### src/rtl/apb_irq_fetch_master.sv
// APB initiator for the interrupt/event controller core port.
// Fetches the one-hot ACK register when irq_i is high, converts it to a
// 5-bit ID handed to the core over valid/ready, and forwards core writes
// to the ENABLE and PENDING registers.
module apb_irq_fetch_master #(
    parameter int                        APB_ADDR_WIDTH = 12,
    parameter logic [APB_ADDR_WIDTH-1:0] BASE_ADDR      = '0,
    parameter int                        TIMEOUT        = 16
) (
    input  logic                      HCLK,
    input  logic                      HRESET,
    output logic [APB_ADDR_WIDTH-1:0] PADDR,
    output logic [31:0]               PWDATA,
    output logic                      PWRITE,
    output logic                      PSEL,
    output logic                      PENABLE,
    input  logic [31:0]               PRDATA,
    input  logic                      PREADY,
    input  logic                      PSLVERR,
    input  logic                      irq_i,
    output logic [4:0]                id_o,
    output logic                      id_valid_o,
    input  logic                      id_ready_i,
    input  logic                      wr_req_i,
    input  logic                      wr_sel_i,
    input  logic [31:0]               wr_data_i,
    output logic                      wr_done_o,
    output logic                      err_o
);

    localparam int CW = (TIMEOUT < 2) ? 1 : $clog2(TIMEOUT + 1);

    localparam logic [APB_ADDR_WIDTH-1:0] ADDR_ENABLE  = BASE_ADDR;
    localparam logic [APB_ADDR_WIDTH-1:0] ADDR_PENDING = BASE_ADDR + APB_ADDR_WIDTH'(4);
    localparam logic [APB_ADDR_WIDTH-1:0] ADDR_ACK     = BASE_ADDR + APB_ADDR_WIDTH'(8);

    typedef enum logic [1:0] {
        IDLE    = 2'd0,
        SETUP   = 2'd1,
        ACCESS  = 2'd2,
        DELIVER = 2'd3
    } state_t;

    state_t                      state_q, state_d;
    logic [CW-1:0]               cnt_q, cnt_d;
    logic [APB_ADDR_WIDTH-1:0]   paddr_q, paddr_d;
    logic [31:0]                 pwdata_q, pwdata_d;
    logic                        pwrite_q, pwrite_d;
    logic                        psel_q, psel_d;
    logic                        penable_q, penable_d;
    logic [4:0]                  id_q, id_d;
    logic                        id_valid_q, id_valid_d;
    logic                        wr_done_q, wr_done_d;
    logic                        err_q, err_d;

    // Index of the highest set bit; later (higher) bits overwrite earlier ones.
    function automatic logic [4:0] msb_index(input logic [31:0] v);
        logic [4:0] idx;
        idx = '0;
        for (int i = 0; i < 32; i++) begin
            if (v[i]) idx = 5'(i);
        end
        return idx;
    endfunction

    // Next-state and next-output computation for the transfer FSM.
    always_comb begin
        state_d    = state_q;
        cnt_d      = cnt_q;
        paddr_d    = paddr_q;
        pwdata_d   = pwdata_q;
        pwrite_d   = pwrite_q;
        psel_d     = psel_q;
        penable_d  = penable_q;
        id_d       = id_q;
        id_valid_d = id_valid_q;
        wr_done_d  = 1'b0;
        err_d      = 1'b0;

        case (state_q)
            IDLE: begin
                // wr_done_q masks the request the core is still holding
                // in the cycle it sees its completion pulse.
                if (wr_req_i && !wr_done_q) begin
                    paddr_d   = wr_sel_i ? ADDR_PENDING : ADDR_ENABLE;
                    pwdata_d  = wr_data_i;
                    pwrite_d  = 1'b1;
                    psel_d    = 1'b1;
                    penable_d = 1'b0;
                    state_d   = SETUP;
                end else if (irq_i) begin
                    paddr_d   = ADDR_ACK;
                    pwrite_d  = 1'b0;
                    psel_d    = 1'b1;
                    penable_d = 1'b0;
                    state_d   = SETUP;
                end
            end
            SETUP: begin
                penable_d = 1'b1;
                cnt_d     = '0;
                state_d   = ACCESS;
            end
            ACCESS: begin
                if (PREADY) begin
                    psel_d    = 1'b0;
                    penable_d = 1'b0;
                    cnt_d     = '0;
                    state_d   = IDLE;
                    if (PSLVERR) begin
                        err_d     = 1'b1;
                        wr_done_d = pwrite_q;
                    end else if (pwrite_q) begin
                        wr_done_d = 1'b1;
                    end else if (PRDATA != 32'd0) begin
                        id_d       = msb_index(PRDATA);
                        id_valid_d = 1'b1;
                        state_d    = DELIVER;
                    end
                    // A zero ACK read is a stale irq_i: dropped silently.
                end else if (cnt_q == CW'(TIMEOUT - 1)) begin
                    // This is the TIMEOUT-th wait cycle: abandon the transfer.
                    err_d     = 1'b1;
                    wr_done_d = pwrite_q;
                    psel_d    = 1'b0;
                    penable_d = 1'b0;
                    cnt_d     = '0;
                    state_d   = IDLE;
                end else begin
                    cnt_d = cnt_q + CW'(1);
                end
            end
            DELIVER: begin
                // No bus activity here so only one ACK read is ever in flight.
                if (id_ready_i) begin
                    id_valid_d = 1'b0;
                    state_d    = IDLE;
                end
            end
            default: state_d = IDLE;
        endcase
    end

    // State and output registers with synchronous reset.
    always_ff @(posedge HCLK) begin
        if (HRESET) begin
            state_q    <= IDLE;
            cnt_q      <= '0;
            paddr_q    <= '0;
            pwdata_q   <= '0;
            pwrite_q   <= 1'b0;
            psel_q     <= 1'b0;
            penable_q  <= 1'b0;
            id_q       <= '0;
            id_valid_q <= 1'b0;
            wr_done_q  <= 1'b0;
            err_q      <= 1'b0;
        end else begin
            state_q    <= state_d;
            cnt_q      <= cnt_d;
            paddr_q    <= paddr_d;
            pwdata_q   <= pwdata_d;
            pwrite_q   <= pwrite_d;
            psel_q     <= psel_d;
            penable_q  <= penable_d;
            id_q       <= id_d;
            id_valid_q <= id_valid_d;
            wr_done_q  <= wr_done_d;
            err_q      <= err_d;
        end
    end

    assign PADDR      = paddr_q;
    assign PWDATA     = pwdata_q;
    assign PWRITE     = pwrite_q;
    assign PSEL       = psel_q;
    assign PENABLE    = penable_q;
    assign id_o       = id_q;
    assign id_valid_o = id_valid_q;
    assign wr_done_o  = wr_done_q;
    assign err_o      = err_q;

endmodule

### config.mk
export PLATFORM = sky130hd
export DESIGN_NAME = apb_irq_fetch_master
export DESIGN_NICKNAME = d
export VERILOG_FILES = /design/src/rtl/apb_irq_fetch_master.sv
export SDC_FILE = /design/constraint.sdc
export NUM_CORES = 1
export LEC_CHECK = 0
export BUFFER_PORTS_ARGS = -buffer_cell sky130_fd_sc_hd__buf_2
export CORE_ASPECT_RATIO = 1.75
export CORE_MARGIN = 2
export CORE_UTILIZATION = 45
export DETAILED_ROUTE_END_ITERATION = 12
export PLACE_DENSITY = 0.77
export SYNTH_ARGS = -nofsm -noshare
export SYNTH_HDL_FRONTEND = slang
export SYNTH_SLANG_ARGS = --single-unit
### constraint.sdc
create_clock -name HCLK -period 2.4 [get_ports HCLK]
set_input_delay 0.24 -clock HCLK [delete_from_list [all_inputs] [get_ports HCLK]]
set_output_delay 0.24 -clock HCLK [all_outputs]
set_load 0.01 [all_outputs]
# ---- Yosys cells after proc, flatten, opt, wreduce, memory -nomap -nowiden
# Index checks and enable logic that the tools add are counted.
dict set report word_totals {
  ff_bits 62
  in_bits 72
  output_inout_bits 55
  wordCells 111
}
dict set report op_classes {
  add_sub_neg 1
  n_eq_ne 11
  muxes 68
  n_bitwise 3
  reduce_logical 17
}
# operator count
set ops {}
lappend ops {{2-to-1 mux 5 bit} 32}
lappend ops {{nonzero test 32 bit} 1}
lappend ops {{2-to-1 mux 12 bit} 2}
lappend ops {{2-to-1 mux 1 bit} 20}
lappend ops {{2-to-1 mux 2 bit} 8}
lappend ops {{inequality test 2 bit, second input constant} 5}
lappend ops {{one-hot mux 5 bit (2 select lines)} 1}
lappend ops {{AND reduction 3 bit} 3}
lappend ops {{one-hot mux 2 bit (4 select lines)} 1}
lappend ops {{nonzero test 2 bit} 4}
lappend ops {{inequality test 3 bit, second input constant} 2}
lappend ops {{AND reduction 6 bit} 1}
lappend ops {{adder 5 x 1 -> 5 bit, second input constant} 1}
lappend ops {{equality test 5 x 4 -> 1 bit, second input constant} 1}
lappend ops {{AND reduction 5 bit} 1}
lappend ops {{equality test 2 bit, second input constant} 2}
lappend ops {{one-hot mux 1 bit (2 select lines)} 2}
lappend ops {{AND reduction 2 bit} 2}
lappend ops {{2-to-1 mux 3 bit} 1}
lappend ops {{inverter 1 bit} 3}
lappend ops {{one-hot mux 1 bit (3 select lines)} 1}
lappend ops {{nonzero test 3 bit} 1}
lappend ops {{equality test 2 x 1 -> 1 bit, second input constant} 1}
lappend ops {{logical NOT 2 bit} 1}
lappend ops {{3 further kinds} 3}

# ---- Logic depth before layout (Yosys ltp)
# Gate-level depths: netlist of the first run.
dict set report depth {
  depth_word 31
  ltp_mapped 8
  mapped_depth_nobuf 7
}

# ---- Least setup slack after synthesis of the first run
# OpenSTA, ideal clock, no wires.
dict set report synth_timing {
  path_type {register to register}
  start {register state_q[0]}
  end {register id_valid_q, in the netlist id_valid_o}
  setup_ns 0.123
  t_arrival_ns 1.648
  slack_ns 0.629
  stages_incl_launch_ff 8
  n_path_buf 0
  cell_sequence {dfxtp_1 > inv_1 > ha_1 > inv_2 > nor4_2 > o21a_1 > o221ai_1 > mux2_1}
}
dict set report synth_via {
  elab_chain_cells 3
  word_cells_on_any_way 10
}
# element line_no
set synth_lines {}
lappend synth_lines {{start: declaration} 44} ;# state_t state_q, state_d;
lappend synth_lines {{start signal: assignment} 159} ;# state_q <= state_d;
lappend synth_lines {{equality test 2 bit} 80} ;# case (state_q)
lappend synth_lines {{inequality test 2 bit (no line) or nonzero test 2 bit (tied branches)} -}
lappend synth_lines {{AND reduction 6 bit (no line)} -}
lappend synth_lines {{end signal: assignment} 167} ;# id_valid_q <= id_valid_d;
lappend synth_lines {{end: declaration} 52} ;# logic id_valid_q, id_valid_d;
# Several ways; a longest one is shown, not always the timed one.
# A chain may end at the register's enable or synchronous reset.

# ---- Worst setup path in the final report of the first run
# Same ends and word-level chain as after synthesis.

==> flow_summary_export.csv, run 1 <==
group,metric,value,unit
outcome,outcome,"finished, final reports clean",
critical_path,critPathArrivalTime,2.17,ns
sta,fin_tns_setup,0,ns
sta,finalWorstSetupSlack,0.425,ns
power,power_frac_comb,27.3,%
detailed_routing,final_antenna_net_count,0,
logic_synthesis,ys_top_cells_by_count,"sky130_fd_sc_hd__nand2_1, sky130_fd_sc_hd__dfxtp_1, sky130_fd_sc_hd__a21oi_1",
place,place.detailed.hpwl,4480,µm
detailed_routing,vias_per_cell,5.10,
critical_path,r2r_cells,7,
flow_run,max_cap_violations,0,
power,sequentialPowerShare,48.0,%
floorplan,die_height,102,µm
clock_tree,clock-sinks,52,
critical_path,timing.critical_path.required,2.60,ns
global_routing,grt_pass1_wl,9160,µm
logic_synthesis,synthesis.instances,313,
sta,final_min_period_over_clock_period,82.3,%
power,max-vdd-ir-drop,368,µV
power,cellLeakagePower,1.46,nW
logic_synthesis,synth_enable_flop_cells,0,
place,gp_congestion,0.847,
cells_and_area,final_util,59.8,%
detailed_routing,drt_wl_total,5710,µm
cells_and_area,drive_above_1_share,32.6,%
detailed_routing,drc,0,
clock_tree,path_clk_slew,0.11,ns
global_routing,via_count_of_the_first_global_routing_pass,2224,
logic_synthesis,synth.distinct_cells,48,
sta,timing.clock.skew,0.0159,ns
global_routing,pin_count_of_the_biggest_net_entering_global_routing,29,
floorplan,pin_count,127,
clock_tree,cts_tree,"done",
clock_tree,cts-htree-levels,2,
clock_tree,cts_post_setup_buffers_inserted,0,
logic_synthesis,post-synth-top-area-cell,"sky130_fd_sc_hd__dfxtp_1",
floorplan,std_cell_rows,35,
clock_tree,cts_resized,0,
logic_synthesis,register_bit_count_reported_by_yosys,52,
floorplan,die_x,59.8,µm
sta,timing.fmax,506,MHz
power,powerDensity,668,mW/mm²
cells_and_area,stdcell_area,0.00314,mm²
clock_tree,cts-hold-fix-buffers,0,
global_routing,globalRouteOverflowTotal,0,
hold_path,hold_path_class,"primary input to register",
cells_and_area,area_growth_syn_to_layout,28.0,%
clock_tree,insertion_delay,0.31,ns
detailed_routing,dr_total_vias,2453,
logic_synthesis,seq_area_frac_synth,42.4,%
floorplan,die-area,0.00608,mm²
place,port-buffer-count,116,
logic_synthesis,postSynth.topFlopCell,"sky130_fd_sc_hd__dfxtp_1",
sta,finalMaxSlewViolations,0,
global_routing,grt_util_all_layers,18.8,%
cells_and_area,n_antenna_cell,0,
sta,finalCriticalPeriod,1.97,ns
critical_path,endpoint_kind,"register",
sta,count_of_final_hold_check_violations,0,
logic_synthesis,yosys_warnings,0,
power,p_switching,691,µW
power,clockPowerShare,24.7,%
sta,rsz0062_at_grt,"no",
clock_tree,cts_max_path_buffers,2,
global_routing,antenna_violations_before_repair,0,
critical_path,criticalPathCategory,"register to register",
detailed_routing,first_iter_violations,71,
clock_tree,clockRootBuffer,"sky130_fd_sc_hd__clkbuf_8",
logic_synthesis,postSynthAreaPerCell,7.84,µm²
floorplan,floorplan.initialDensity,46.7,%
detailed_routing,drtPass1Iterations,4,
hold_path,min_delay_path_depth,3,
logic_synthesis,async_flop_share,0,%
sta,setup_viol,0,
place,dp_slack,0.459,ns
critical_path,crit_fanout,5,
place,dpl_cell_area,0.00305,mm²
clock_tree,cts_buffers,5,
critical_path,startpoint_type,"register",
logic_synthesis,synth_area,0.00245,mm²
power,power_internal,1.41,mW
logic_synthesis,synth_top_cell_area_share,42.4,%
logic_synthesis,synth_most_common_cell,"sky130_fd_sc_hd__nand2_1",
power,switching_share,32.9,%
detailed_routing,wl_per_cell,11.9,µm
floorplan,floorplan.core_area,0.00526,mm²
logic_synthesis,yosys-top-cells-area,"sky130_fd_sc_hd__dfxtp_1, sky130_fd_sc_hd__nand2_1, sky130_fd_sc_hd__a21oi_1",
cells_and_area,fin_nets,503,
## worst max-delay path, cell delays in order, from the launching register on
cell and delay [ns]:
sky130_fd_sc_hd__dfxtp_1 0.35, sky130_fd_sc_hd__inv_1 0.14, sky130_fd_sc_hd__ha_1 0.26, sky130_fd_sc_hd__inv_2 0.08, sky130_fd_sc_hd__nor4_2 0.38, sky130_fd_sc_hd__o21a_1 0.20, sky130_fd_sc_hd__o221ai_1 0.13, sky130_fd_sc_hd__mux2_1 0.32
## routing by layer
layer,track usage [%],wire (µm),vias to the layer above
met5,0,0,-
li1,-,-,1279
met2,34.5,3000,87
met3,4.21,405,9
met1,20.4,2220,1078
met4,6.50,79,0
## state kept, by name, summed over array words and instances, names as in the netlist
signal and count:
PWDATA 32, cnt_q 5, id_o 5, PADDR 2
state_q 2, PENABLE 1, PSEL 1, PWRITE 1
err_o 1, id_valid_o 1, wr_done_o 1
## area by class of cell
class | instances | area [µm²]
clock inverters | 3 | 26.3
repair buffers | 120 | 623
flip-flops and latches | 52 | 1040
inverters | 12 | 45.0
fillers | 496 | 2110
multi-input cells | 234 | 1270
well taps | 55 | 68.8
clock buffers | 5 | 68.8
## power groups by stage
stage,clock network [mW],logic (mW),registers [mW]
after floorplan,0,0.323,1.06
after global placement,0,0.566,1.02
after detailed placement,0,0.575,1.03
after CTS,0.535,0.578,1.01
after global routing,0.574,0.653,1.02
final,0.518,0.573,1.01
## kinds of logic (layout without fill, tap and decap cells)
group | count (synthesis) | in the layout | synth area share [%]
and+or+nand+nor | 139 | 139 | 26.9
buffers and inverters | 36 | 140 | 7.24
AOI/OAI and AO/OA | 74 | 74 | 18.2
xor gates and xnor gates | 2 | 2 | 0.714
muxes | 3 | 3 | 1.27
adders and majority gates | 6 | 6 | 3.06
other | 1 | 10 | 0.153
DFF | 52 | 52 | 42.4
## worst paths after layout
check / from / to / slack (ns)
hold / removal: wr_data_i[5] / PWDATA[5] / 0.15
setup reg to reg: state_q[0] / id_valid_o / 0.43
hold reg to reg: PWDATA[0] / PWDATA[0] / 0.46
setup / recovery: state_q[0] / id_valid_o / 0.43
## per-stage QoR
step	power, mW	hold WS (ns)	cells
finish	2.10	0.147	481
detailed placement	1.60	0.445	473
global placement	1.59	0.439	473
floorplan	1.38	0.330	322
CTS	2.12	0.140	481
global route	2.25	0.144	481
## placed cells by master (no fill, tap or decap), types with 4 or more instances in the layout
cell type,count
sky130_fd_sc_hd__nor2_1,27
sky130_fd_sc_hd__buf_2,116
sky130_fd_sc_hd__conb_1,10
sky130_fd_sc_hd__nor4_1,6
sky130_fd_sc_hd__nor3_1,5
sky130_fd_sc_hd__nor4_2,6
sky130_fd_sc_hd__a21oi_1,43
sky130_fd_sc_hd__inv_1,10
sky130_fd_sc_hd__nor2b_1,4
sky130_fd_sc_hd__dfxtp_1,52
sky130_fd_sc_hd__clkbuf_8,5
sky130_fd_sc_hd__ha_1,6
sky130_fd_sc_hd__o21ai_0,6
sky130_fd_sc_hd__nand2_1,74
Power figures use the tool's default switching activity.
==> run 2, diff against run 1 <==
clock period = 1.95 ns   (was 2.4 ns; I/O delays follow)
==> run 2 against run 1 <==
Critical path depth shrank 1. Clock skew shrank 0.0081 ns. Total power up 35%. Maximum frequency is 11% higher. Setup slack worse by 0.25 ns. Register-to-register slack lost 0.25 ns. Routed wire length is 3.1% higher. Flip-flop and latch count unchanged. Design area is 2.0% higher. Clock power rose by 68%. Sequential power increased by 23%. Largest power group unchanged.
==> flow_summary_export.csv, run 2 (same netlist as run 1, synthesis figures left out) <==
group,metric,value,unit
outcome,outcome,"finished, final reports clean",
power,max-vdd-ir-drop,428,µV
critical_path,timing.critical_path.required,2.14,ns
sta,rsz0062_at_grt,"no",
floorplan,pin_count,127,
cells_and_area,n_antenna_cell,0,
clock_tree,cts-hold-fix-buffers,0,
sta,fin_tns_setup,0,ns
clock_tree,clock-sinks,52,
flow_run,max_cap_violations,0,
global_routing,grt_pass1_wl,9440,µm
power,clockPowerShare,30.8,%
floorplan,die_height,102,µm
critical_path,worst_path_largest_cell_delay,0.40,ns
critical_path,endpoint_kind,"register",
place,place.detailed.hpwl,4670,µm
critical_path,timing.critical_path.slowest_stage_cell,"sky130_fd_sc_hd__dfxtp_1",
cells_and_area,drive_above_1_share,33.5,%
place,placedCellCount,477,
sta,timing.fmax,562,MHz
clock_tree,cts_post_setup_buffers_inserted,0,
power,powerDensity,882,mW/mm²
clock_tree,cts_tree,"done",
global_routing,via_count_of_the_first_global_routing_pass,2320,
detailed_routing,wl_per_cell,12.1,µm
sta,worstMarginPinSlew,0.606,ns
floorplan,floorplan.initialDensity,46.7,%
power,switching_share,29.4,%
hold_path,hold_path_class,"primary input to register",
sta,final_min_period_over_clock_period,91.2,%
cells_and_area,most_common_cell_after_layout_fill_and_taps_aside,"sky130_fd_sc_hd__buf_2",
detailed_routing,drt_wl_total,5880,µm
cells_and_area,post_layout_nonfiller_instances,485,
clock_tree,cts_buffers,5,
clock_tree,cts-htree-levels,2,
clock_tree,cts_max_path_buffers,2,
global_routing,grt_util_all_layers,19.5,%
sta,count_of_final_hold_check_violations,0,
sta,setup_viol,0,
sta,timing.max_slew.rel_slack,59.6,%
critical_path,criticalPathCategory,"register to register",
critical_path,startpoint_type,"register",
clock_tree,path_clk_slew,0.10,ns
critical_path,timing.critical_path.cells,"ha_2 -> inv_2 -> nor4_2 -> o21a_1 -> o221ai_1 -> mux2_1",
cells_and_area,area_growth_syn_to_layout,30.6,%
critical_path,critical-path-top-delay-family,"flip-flops",
clock_tree,insertion_delay,0.30,ns
detailed_routing,dr_total_vias,2502,
global_routing,pin_count_of_the_biggest_net_entering_global_routing,35,
detailed_routing,drtPass1Iterations,4,
floorplan,std_cell_rows,35,
clock_tree,cts_resized,0,
sta,hold-worst-slack,0.116,ns
critical_path,critPathArrivalTime,1.97,ns
global_routing,antenna_violations_before_repair,0,
power,power_internal,2.00,mW
floorplan,die-area,0.00608,mm²
critical_path,critPathBufInv,1,
floorplan,floorplan.core_area,0.00526,mm²
cells_and_area,most-common-layout-cells,"sky130_fd_sc_hd__buf_2, sky130_fd_sc_hd__nand2_1, sky130_fd_sc_hd__dfxtp_1, sky130_fd_sc_hd__a21oi_1, sky130_fd_sc_hd__nor2_1",
detailed_routing,drc,0,
floorplan,die_x,59.8,µm
clock_tree,clockRootBuffer,"sky130_fd_sc_hd__clkbuf_8",
power,p_switching,829,µW
sta,timing.clock.skew,0.00783,ns
cells_and_area,fin_nets,507,
detailed_routing,final_antenna_net_count,0,
power,sequentialPowerShare,43.9,%
critical_path,crit_fanout,5,
place,port-buffer-count,116,
power,power_frac_comb,25.3,%
sta,finalCriticalPeriod,1.78,ns
detailed_routing,first_iter_violations,94,
power,cellLeakagePower,1.50,nW
cells_and_area,number_of_flip_flops_in_the_largest_register,32,
global_routing,globalRouteOverflowTotal,0,
sta,finalMaxSlewViolations,0,
place,gp_congestion,0.843,
detailed_routing,vias_per_cell,5.16,
run 2: cell count changes in the layout (fill, tap and decap cells not counted):
| cell | delta |
|---|---|
| sky130_fd_sc_hd__buf_4 | +5 |
| sky130_fd_sc_hd__bufinv_16 | +2 |
| sky130_fd_sc_hd__clkinv_4 | -2 |
| sky130_fd_sc_hd__buf_12 | -1 |
| sky130_fd_sc_hd__ha_1 | -1 |
| sky130_fd_sc_hd__ha_2 | +1 |
run 2: worst min-delay path, stage by stage:
cell                      delay [ns]
sky130_fd_sc_hd__buf_2          0.09
sky130_fd_sc_hd__nand2_1        0.04
sky130_fd_sc_hd__a21oi_1        0.05
run 2: layer usage:
layer / wire, µm / GRT usage [%] / vias up
met1: 2170 / 20.1 / 1118
li1: - / - / 1289
met5: 0 / 0 / -
met4: 63 / 6.32 / 0
met2: 3260 / 37.0 / 88
met3: 389 / 4.21 / 7
run 2: through the flow:
| step | util [%] | instance area [µm²] | setup slack (ns) | power [mW] |
|---|---|---|---|---|
| 2_1_floorplan | - | 2490 | 0.179 | 1.70 |
| 3_3_place_gp | 58.3 | 3060 | 0.216 | 1.96 |
| 3_5_place_dp | 58.3 | 3060 | 0.129 | 1.98 |
| 4_1_cts | 60.9 | 3200 | 0.151 | 2.86 |
| 5_1_grt | 61.0 | 3200 | 0.0366 | 3.01 |
| 6_report | 61.0 | 3200 | 0.171 | 2.82 |
run 2: final cells by class:
cell class	count	area (µm²)
inverters	12	45.0
well taps	55	68.8
clock buffers	5	68.8
repair buffers	124	641
clock inverters	3	68.8
flip-flops and latches	52	1040
multi-input cells	234	1270
fillers	484	2050
run 2: power by group through the flow:
stage               Sequential, mW  Clock (mW)  Combinational (mW)
detailed placement            1.26           0               0.718
floorplan                     1.31           0               0.398
finish                        1.24       0.871               0.714
global placement              1.26           0               0.702
global route                  1.26       0.944               0.813
CTS                           1.24       0.899               0.721
run 2: final timing paths:
| check | start | to | slack [ns] | cells past startpoint |
|---|---|---|---|---|
| max | state_q[1] | id_valid_o | 0.17 | 6 |
| min | wr_data_i[12] | PWDATA[12] | 0.12 | 3 |
| max reg2reg | state_q[1] | id_valid_o | 0.17 | 6 |
| min reg2reg | PWDATA[0] | PWDATA[0] | 0.45 | 2 |
==> run 3, diff against run 2 <==
CORE_UTILIZATION = 49   (was 45)
PLACE_DENSITY = 0.83   (was 0.77)
RECOVER_POWER = 25   (was default)
clock period = 2.07 ns   (was 1.95 ns; I/O delays follow)
==> run 3 against run 2 <==
Sequential share of layout area is 0.83 points higher. Combinational power shrank 6.3%. Worst hold slack better by 0.015 ns. Largest power group unchanged. Clock power fell by 32%. Register-to-register slack gained 0.03 ns. Critical path depth up 1. Critical endpoint unchanged. Global-route usage is 1.9 points higher. Routed wire length grew 2.7%. Cell count shrank 1.0%.
==> flow_summary_export.csv, run 3 (same netlist as run 1, synthesis figures left out) <==
group,metric,value,unit
cells_and_area,most_common_cell_after_layout_fill_and_taps_aside,"sky130_fd_sc_hd__buf_2",
global_routing,antenna_violations_before_repair,0,
place,placedCellCount,472,
hold_path,startpoint_of_the_tightest_hold_check_path,"wr_data_i[2]",
sta,fin_tns_setup,0,ns
clock_tree,cts_post_setup_buffers_inserted,0,
sta,rsz0062_at_grt,"no",
critical_path,endpoint_kind,"register",
cells_and_area,most-common-layout-cells,"sky130_fd_sc_hd__buf_2, sky130_fd_sc_hd__nand2_1, sky130_fd_sc_hd__dfxtp_1, sky130_fd_sc_hd__a21oi_1, sky130_fd_sc_hd__nor2_1",
cells_and_area,post_layout_nonfiller_instances,480,
critical_path,timing.rr.end,"id_valid_o",
global_routing,met3_usage,3.60,%
sta,setup_viol,0,
sta,timing.clock.skew,0.0106,ns
global_routing,grt_util_all_layers,21.4,%
clock_tree,insertion_delay,0.30,ns
critical_path,timing.critical_path.required,2.26,ns
place,gp_congestion,0.846,
detailed_routing,drtPass1Iterations,4,
detailed_routing,final_antenna_net_count,0,
cells_and_area,area_growth_syn_to_layout,27.3,%
cells_and_area,fin_nets,503,
clock_tree,cts_max_path_buffers,2,
critical_path,crit_fanout,5,
power,max-vdd-ir-drop,638,µV
critical_path,setup.reg_to_reg.worst_slack,0.20,ns
global_routing,busiest_layer,"met2",
critical_path,worst_path_largest_cell_delay,0.34,ns
cells_and_area,number_of_flip_flops_in_the_largest_register,32,
sta,finalCriticalPeriod,1.87,ns
clock_tree,cts-htree-levels,2,
clock_tree,clock-sinks,52,
critical_path,timing.critical_path.cells,"inv_1 -> ha_2 -> inv_2 -> nor4_4 -> o21a_1 -> o221ai_1 -> mux2_1",
outcome,outcome,"finished, final reports clean",
detailed_routing,wl_per_cell,12.6,µm
sta,worstMarginPinSlew,0.525,ns
critical_path,critPathBufInv,2,
global_routing,gr-usage-met2,40.6,%
detailed_routing,drc,0,
power,total_power_consumption,2.43,mW
floorplan,std_cell_rows,34,
detailed_routing,first_iter_violations,90,
place,port-buffer-count,116,
global_routing,use_met1,21.7,%
hold_path,hold_path_class,"primary input to register",
critical_path,critical_path_depth,7,
critical_path,r2r_cells,7,
cells_and_area,multi_input_comb_area,0.00128,mm²
global_routing,pin_count_of_the_biggest_net_entering_global_routing,35,
clock_tree,path_clk_slew,0.10,ns
global_routing,globalRouteOverflowTotal,0,
sta,timing.fmax,536,MHz
critical_path,worstReg2RegStart,"state_q[0]",
cells_and_area,layout.filler_cells,478,
cells_and_area,regArea,0.00104,mm²
critical_path,startpoint_type,"register",
floorplan,pin_count,127,
critical_path,critical-path-top-delay-family,"flip-flops",
sta,hold-worst-slack,0.131,ns
global_routing,via_count_of_the_first_global_routing_pass,2360,
cells_and_area,n_antenna_cell,0,
hold_path,min_delay_worst_endpoint,"PWDATA[2]",
detailed_routing,dr_total_vias,2539,
clock_tree,cts_buffers,5,
place,place.detailed.hpwl,4670,µm
critical_path,critPathArrivalTime,2.06,ns
critical_path,criticalPathCategory,"register to register",
floorplan,die_x,57.5,µm
cells_and_area,drive_above_1_share,27.2,%
detailed_routing,drt_wl_total,6040,µm
sta,timing.max_slew.rel_slack,65.0,%
sta,final_min_period_over_clock_period,90.1,%
hold_path,min_delay_path_depth,3,
clock_tree,cts_tree,"done",
critical_path,timing.critical_path.slowest_stage_cell,"sky130_fd_sc_hd__dfxtp_1",
global_routing,grt_pass1_wl,9790,µm
floorplan,floorplan.initialDensity,50.2,%
clock_tree,clockRootBuffer,"sky130_fd_sc_hd__clkbuf_8",
floorplan,die_height,97.6,µm
floorplan,die-area,0.00561,mm²
sta,count_of_final_hold_check_violations,0,
power,cellLeakagePower,1.36,nW
clock_tree,cts-hold-fix-buffers,0,
flow_run,max_cap_violations,0,
power,powerDensity,778,mW/mm²
detailed_routing,vias_per_cell,5.29,
floorplan,floorplan.core_area,0.00489,mm²
sta,finalMaxSlewViolations,0,
==> run 3: changes by cell type in the layout (fill, tap and decap cells not counted), sizes merged <==
cell / previous run / this run
inv: 13 / 12
bufinv: 2 / 0
buf: 124 / 96
clkinvlp: 0 / 2
clkbuf: 5 / 30
==> run 3: stage by stage <==
| stage | cell area (µm²) | setup slack [ns] | util [%] |
|---|---|---|---|
| 6_report | 3120 | 0.204 | 63.9 |
| 5_1_grt | 3120 | 0.0270 | 63.9 |
| 4_1_cts | 3140 | 0.0869 | 64.2 |
| 3_5_place_dp | 3050 | 0.0980 | 62.3 |
| 3_3_place_gp | 3050 | 0.192 | 62.3 |
| 2_1_floorplan | 2490 | 0.299 | - |
==> run 3: report_power, final <==
part | total, mW | internal (mW) | switching (mW)
registers | 1.17 | 1.11 | 0.0597
logic | 0.669 | 0.268 | 0.401
clock network | 0.593 | 0.271 | 0.322
total | 2.43 | 1.65 | 0.784
==> run 3: final cells by class <==
type                            instances  share of cell area (%)
Multi-Input combinational cell        234                    41.0
Sequential cell                        52                    33.3
Timing Repair Buffer                  120                    19.0
Clock buffer                            6                    2.64
Tap cell                               54                    2.16
Inverter                               12                    1.44
Clock inverter                          2                   0.481
==> run 3: layer usage <==
metal / vias up / wire length (µm)
li1: 1283 / -
met1: 1146 / 2240
met4: 0 / 127
met3: 13 / 365
met5: - / 0
met2: 97 / 3310
==> run 3: how the worst max path moves through the flow <==
stage	from	end	slack [ns]
2_1_floorplan	state_q[0]	id_valid_o	0.30
3_3_place_gp	state_q[0]	id_valid_o	0.19
3_5_place_dp	state_q[0]	id_valid_o	0.1
4_1_cts	state_q[0]	id_valid_o	0.09
5_1_grt	state_q[0]	id_valid_o	0.03
6_report	state_q[0]	id_valid_o	0.20
==> run 3: worst reg2reg max path, delay by kind of cell (launching register included) <==
| kind | cells | cell delay, ns |
|---|---|---|
| compound gates | 2 | 0.32 |
| fa+ha+maj | 1 | 0.24 |
| buf+inv | 2 | 0.22 |
| simple gates | 1 | 0.33 |
| mux | 1 | 0.32 |
| flops | 1 | 0.34 |
==> run 3: timing repair <==
item	4_1_cts	5_1_grt
hold endpoints to repair	0	0
endpoints found under the setup margin	0	6
gates resized for setup	0	2
